<file path="src/rtl/lockout_guard.sv">
// ============================================================================
// Module      : lockout_guard
// Description : Gates enter/change pulses into the lock FSM, counts failed
//               attempts into a timed lockout and runs the auto-relock timer.
// Revision    : 1.0 - initial release
// ============================================================================
`default_nettype none

module lockout_guard #(
    parameter int MAX_FAILS   = 3,
    parameter int LOCK_CYCLES = 50000000,
    parameter int OPEN_CYCLES = 250000000,
    parameter int CNT_W       = 32
) (
    input  logic       clock,
    input  logic       reset,
    input  logic       enter_pulse,
    input  logic       change_pulse,
    input  logic       alarm_in,
    input  logic       open_in,
    output logic       enter_gated,
    output logic       change_gated,
    output logic       lockout,
    output logic       relock_req,
    output logic [3:0] fail_count
);

    typedef enum logic [1:0] {
        ST_ARMED   = 2'd0,
        ST_OPENED  = 2'd1,
        ST_LOCKOUT = 2'd2
    } state_t;

    localparam logic [3:0]       c_max_fails = 4'(MAX_FAILS);
    localparam logic [CNT_W-1:0] c_lock_load = CNT_W'(LOCK_CYCLES - 1);
    localparam logic [CNT_W-1:0] c_open_load = CNT_W'(OPEN_CYCLES - 1);

    state_t           r_state;
    state_t           w_state_nxt;
    logic [CNT_W-1:0] r_timer;
    logic [CNT_W-1:0] w_timer_nxt;
    logic [3:0]       r_fail_count;
    logic [3:0]       w_fail_nxt;
    logic [3:0]       w_fail_inc;
    logic             r_alarm_q;
    logic             r_open_q;
    logic             r_lockout;
    logic             r_relock_req;
    logic             w_relock_nxt;
    logic             w_alarm_rise;
    logic             w_open_rise;
    logic             w_timer_zero;

    assign w_alarm_rise = alarm_in & ~r_alarm_q;
    assign w_open_rise  = open_in & ~r_open_q;
    assign w_timer_zero = (r_timer == '0);
    assign w_fail_inc   = (r_fail_count >= c_max_fails) ? r_fail_count
                                                        : r_fail_count + 4'd1;

    always_comb begin
        w_state_nxt  = r_state;
        w_timer_nxt  = r_timer;
        w_fail_nxt   = r_fail_count;
        w_relock_nxt = 1'b0;
        case (r_state)
            ST_ARMED: begin
                if (w_alarm_rise) begin
                    w_fail_nxt = w_fail_inc;
                    if (w_fail_inc == c_max_fails) begin
                        w_state_nxt = ST_LOCKOUT;
                        w_timer_nxt = c_lock_load;
                    end
                end else if (w_open_rise) begin
                    w_fail_nxt  = 4'd0;
                    w_state_nxt = ST_OPENED;
                    w_timer_nxt = c_open_load;
                end
            end
            ST_OPENED: begin
                // A failure that completes the count abandons the relock timer.
                if (w_alarm_rise && (w_fail_inc == c_max_fails)) begin
                    w_fail_nxt  = w_fail_inc;
                    w_state_nxt = ST_LOCKOUT;
                    w_timer_nxt = c_lock_load;
                end else begin
                    if (w_alarm_rise) begin
                        w_fail_nxt = w_fail_inc;
                    end
                    if (!open_in) begin
                        w_state_nxt = ST_ARMED;
                    end else if (w_timer_zero) begin
                        w_relock_nxt = 1'b1;
                        w_state_nxt  = ST_ARMED;
                    end else begin
                        w_timer_nxt = r_timer - 1'b1;
                    end
                end
            end
            ST_LOCKOUT: begin
                if (w_timer_zero) begin
                    w_state_nxt = ST_ARMED;
                    w_fail_nxt  = 4'd0;
                end else begin
                    w_timer_nxt = r_timer - 1'b1;
                end
            end
            default: begin
                w_state_nxt = ST_ARMED;
            end
        endcase
    end

    always_ff @(posedge clock or posedge reset) begin
        if (reset) begin
            r_state      <= ST_ARMED;
            r_timer      <= '0;
            r_fail_count <= 4'd0;
            r_alarm_q    <= 1'b0;
            r_open_q     <= 1'b0;
            r_lockout    <= 1'b0;
            r_relock_req <= 1'b0;
        end else begin
            r_state      <= w_state_nxt;
            r_timer      <= w_timer_nxt;
            r_fail_count <= w_fail_nxt;
            r_alarm_q    <= alarm_in;
            r_open_q     <= open_in;
            r_lockout    <= (w_state_nxt == ST_LOCKOUT);
            r_relock_req <= w_relock_nxt;
        end
    end

    // Pulses on the entry edge still pass; reset blocks them immediately.
    assign enter_gated  = enter_pulse  & (r_state != ST_LOCKOUT) & ~reset;
    assign change_gated = change_pulse & (r_state != ST_LOCKOUT) & ~reset;
    assign lockout      = r_lockout;
    assign relock_req   = r_relock_req;
    assign fail_count   = r_fail_count;

endmodule

`default_nettype wire

</file>
<file path="config.mk">
export PLATFORM = sky130hd
export DESIGN_NAME = lockout_guard
export DESIGN_NICKNAME = d
export VERILOG_FILES = /design/src/rtl/lockout_guard.sv
export SDC_FILE = /design/constraint.sdc
export NUM_CORES = 1
export LEC_CHECK = 0
export CAP_MARGIN = 20
export CORE_MARGIN = 5
export CORE_UTILIZATION = 40
export CTS_CLUSTER_DIAMETER = 120
export DETAILED_ROUTE_END_ITERATION = 16
export GPL_ROUTABILITY_DRIVEN = 0
export PLACE_DENSITY = 0.58
export SETUP_SLACK_MARGIN = 0.1
export SYNTH_ARGS = -nofsm -noshare
export SYNTH_HDL_FRONTEND = slang
export SYNTH_SLANG_ARGS = --single-unit
</file>
<file path="constraint.sdc">
create_clock -name clock -period 3.5 [get_ports clock]
set_input_delay 0.7 -clock clock [delete_from_list [all_inputs] [get_ports clock]]
set_output_delay 0.7 -clock clock [all_outputs]
set_load 0.05 [all_outputs]
</file>
Word-level counts from Yosys, hierarchy flattened
Cells that the tools add are included.
{"block": "word_totals", "regBits": 42, "input_bits": 6, "output_inout_bits": 8}
{"block": "op_classes", "n_addsub": 2, "n_lt_le_gt_ge": 1, "n_eq_ne": 10, "mux": 25, "n_bitwise": 9, "reduce_logical": 6}
{"op": "$mux W32", "n": 6}
{"op": "$pmux W32 S3", "n": 1}
{"op": "$logic_not A32 Y1", "n": 1}
{"op": "$sub A32 B1 Y32 const B", "n": 1}
{"op": "$mux W4", "n": 6}
{"op": "$mux W2", "n": 6}
{"op": "$ne A3 B3 Y1 const B", "n": 4}
{"op": "$pmux W4 S3", "n": 1}
{"op": "$reduce_and A4 Y1", "n": 2}
{"op": "$and A1 B1 Y1", "n": 6}
{"op": "$pmux W2 S3", "n": 1}
{"op": "$add A4 B1 Y4 const B", "n": 1}
{"op": "$eq A2 B2 Y1 const B", "n": 2}
{"op": "$eq A4 B2 Y1 const B", "n": 1}
{"op": "$ge A4 B2 Y1 const B", "n": 1}
{"op": "$mux W1", "n": 4}
{"op": "$ne A2 B2 Y1 const B", "n": 2}
{"op": "$not A1 Y1", "n": 3}
{"op": "$reduce_bool A3 Y1", "n": 1}
{"op": "$eq A2 B1 Y1 const B", "n": 1}
{"op": "$logic_not A2 Y1", "n": 1}
{"op": "$logic_and A1 B1 Y1", "n": 1}

Logic depth before layout (Yosys ltp)
{"block": "logic_depth", "ltp_word": 7, "ltp_mapped": 10, "depth_no_buf": 8}

Worst setup path after synthesis
OpenSTA, ideal clock, no wires.
{"block": "synth_path", "path_type": "flip-flop to flip-flop", "from": "reg r_timer[22]", "to": "reg r_fail_count[0], in the netlist fail_count[0]", "t_arrival_ns": 2.610, "slack_ns": 0.769, "stages_incl_launch_ff": 7, "period_less_slack_ns": 2.731, "path_cell_list": "dfrtp_1 > or4_4 > or4_4 > or4_4 > a221oi_4 > o21ai_1 > a22o_1"}
{"block": "synth_via", "elab_chain_len": 3}
{"item": "start: declaration", "line_no": "40", "text": "logic [CNT_W-1:0] r_timer;"}
{"item": "start signal: assignment", "line_no": "124", "text": "r_timer <= w_timer_nxt;"}
{"item": "$logic_not A32 Y1", "line_no": "56", "text": "assign w_timer_zero = (r_timer == '0);"}
{"item": "$ne A2 B2 Y1 (no line)"}
{"item": "$reduce_and A4 Y1 (no line)"}
{"item": "end signal: assignment", "line_no": "125", "text": "r_fail_count <= w_fail_nxt;"}
{"item": "end: declaration", "line_no": "42", "text": "logic [3:0] r_fail_count;"}
No other way between the ends.
A chain may end at the register's enable or synchronous reset.

Final worst setup path
Same ends and word-level chain as after synthesis.

==> qor.yml <==
outcome:
  status: "finished clean"
setup_path:
  path_buf_inv: 0
  cp_slowest_cell: "or4_4"
  worstPathRequired_ns: 3.69
  startpoint_type: "flip-flop"
  cp.arrival_ns: 3.23
  crit_chain: "or4_4 > or4_4 > or4_4 > a221oi_4 > o21ai_1 > a22o_1"
  crit_path_frequent_cell: "or4_4"
  max_stage_delay_ns: 0.66
  cp_top_family: "simple AND/OR/NAND/NOR gates"
  cp_max_fo: 13
  cp-end-kind: "flip-flop"
  path_class: "reg2reg"
logic_synthesis:
  ys_types: 51
  syn_area_per_cell_um2: 8.90
  syn_nets: 304
  synth_cells: 291
  syn-cell-area_um2: 2590
  synth_warnings: 0
  synth_flop_cell: "dfrtp_1"
  synth_edf_count: 0
  yosysTopAreaCellShare: 0.406
  ys_seq_area_frac: 0.406
  synth_seq_cells: 42
  synth_most_common_cell: "dfrtp_1"
  ys_top_cells_by_count: "42 x dfrtp_1, 29 x nand2_1, 18 x a21oi_1, 17 x nand3_1, 17 x o21ai_0"
  ys_top_cells_by_area: "dfrtp_1 41%, o311ai_0 4.7%, nand2_1 4.2%"
  async_flop_share: 1.00
  yosys.area.top_type: "dfrtp_1"
layout:
  fin_nets: 322
  antenna_cells: 0
  area_growth_pct: 13.9
  drive_above_1_share: 0.0812
  fillerInstances: 614
  utilization: 0.467
global_routing:
  met1_usage: 0.266
  track_usage: 0.175
  grt_max_degree: 29
  grt-ovfl-total: 0
  grtUsageMet3: 0.0250
  grt_pass1_vias: 2327
  grt_pass1_wl_mm: 11.9
  busiest_layer: "met1"
  antenna_found_initial: 0
  grtUsageMet2: 0.262
clock_tree:
  cts_buffers: 5
  insertion_delay_ns: 0.29
  cts_num_sinks: 42
  cts_hold_buf: 0
  clkSlewWorstSetupHoldPaths_ns: 0.08
  cts_resized: 0
  cts_tree: "yes"
  ctsHtreeMaxLevel: 2
  post_cts_buffers: 0
  clock_path_buffers: 2
  root_buffer: "clkbuf_8"
floorplan:
  pin_count: 14
  core_area_um2: 6310
  fp.dieH_um: 90.5
  rows: 29
  dieArea_um2: 8190
  die_x_um: 90.5
  initial_core_util: 0.410
sta:
  hold_ws_ns: 0.500
  fin_skew_ns: 0.00619
  tightest_slew_ns: 0.717
  timing.final.crit_share: 0.871
  slew_headroom: 0.520
  hold_viol: 0
  finalCriticalPeriod_ns: 3.05
  drv_slew: 0
  max_clock_freq_ghz: 0.328
  setup_ws_ns: 0.452
  tns_ns: 0
  setup_viol: 0
  rsz0062_at_grt: "no"
detailed_routing:
  route.detailed.drc: 0
  via_per_inst: 6.20
  antenna_left: 0
  wirelength_mm: 7.04
  num_vias: 2388
  drt_iter0_drc: 152
  drt_first_pass_iters: 4
  drt-wirelength-per-cell_um: 18.3
min_path:
  hp-class: "reg2reg"
place:
  numPortBuffers: 13
  hpwl_mm: 5.06
  dp_slack_ns: 0.353
power_and_ir_drop:
  ir_drop_mv: 0.407
  finalPower_mw: 2.60
  powerDensity_nw_per_um2: 883
  total_leakage_power_nw: 1.14
job:
  max-cap-violations: 0
## power by group
part	switching, mW	total, mW	leakage, nW	internal [mW]
Combinational	0.901	1.44	0.561	0.541
Sequential	0.188	0.841	0.533	0.653
Clock	0.168	0.321	0.0431	0.153
Total	1.26	2.60	1.14	1.35
## registers in the layout, summed over array words and instances (netlist names)
name        cells
relock_req      1
r_state         2
r_alarm_q       1
r_open_q        1
lockout         1
fail_count      4
r_timer        32
## placed cells by master (no fill, tap or decap), types with 8 or more instances in the layout
cell type,instances
o211ai_1,10
nor2_1,16
buf_4,9
dfrtp_1,42
nand3_1,17
clkdlybuf4s50_1,13
a21oi_1,18
o21ai_0,17
nand2_1,29
o311ai_0,14
nor3_1,8
## through the flow
stage,instances,area (um2)
after CTS,384,2920
after floorplan,291,2590
after global placement,378,2840
after detailed placement,378,2840
after global routing,385,2950
final,385,2950
## cells by family (layout without fill, tap and decap cells)
| kind of cell | Yosys count | in the layout | share of synthesized area |
|---|---|---|---|
| and+or+nand+nor | 121 | 121 | 0.254 |
| AOI/OAI and AO/OA | 101 | 101 | 0.278 |
| DFF | 42 | 42 | 0.406 |
| buffers and inverters | 20 | 37 | 0.0290 |
| adders and majority gates | 7 | 7 | 0.0338 |
## path summary, 6_finish.rpt
check                           endpoint  slack (ns)        start  cells after the start
setup reg to reg           fail_count[0]        0.45  r_timer[22]                      6
hold reg to reg              r_timer[30]        0.50  r_timer[30]                      1
setup / recovery           fail_count[0]        0.45  r_timer[22]                      6
max in group asynchronous    r_timer[12]        2.16        reset                      4
hold / removal               r_timer[30]        0.50  r_timer[30]                      1
min in group asynchronous     relock_req        0.69        reset                      2
## routing by layer
layer,up-vias,share of wire
met5,-,0
met4,0,0.0082
met3,6,0.041
met2,48,0.43
met1,1155,0.52
li1,1179,-
## cell type report
type,count,area [um2],share of cell area
Timing Repair Buffer,23,225,0.0763
Multi-Input combinational cell,229,1470,0.497
Sequential cell,42,1050,0.356
Inverter,8,30.0,0.0102
Tap cell,77,96.3,0.0327
Clock buffer,6,82.6,0.0280
No activity file was read; power rests on OpenSTA's default activity.
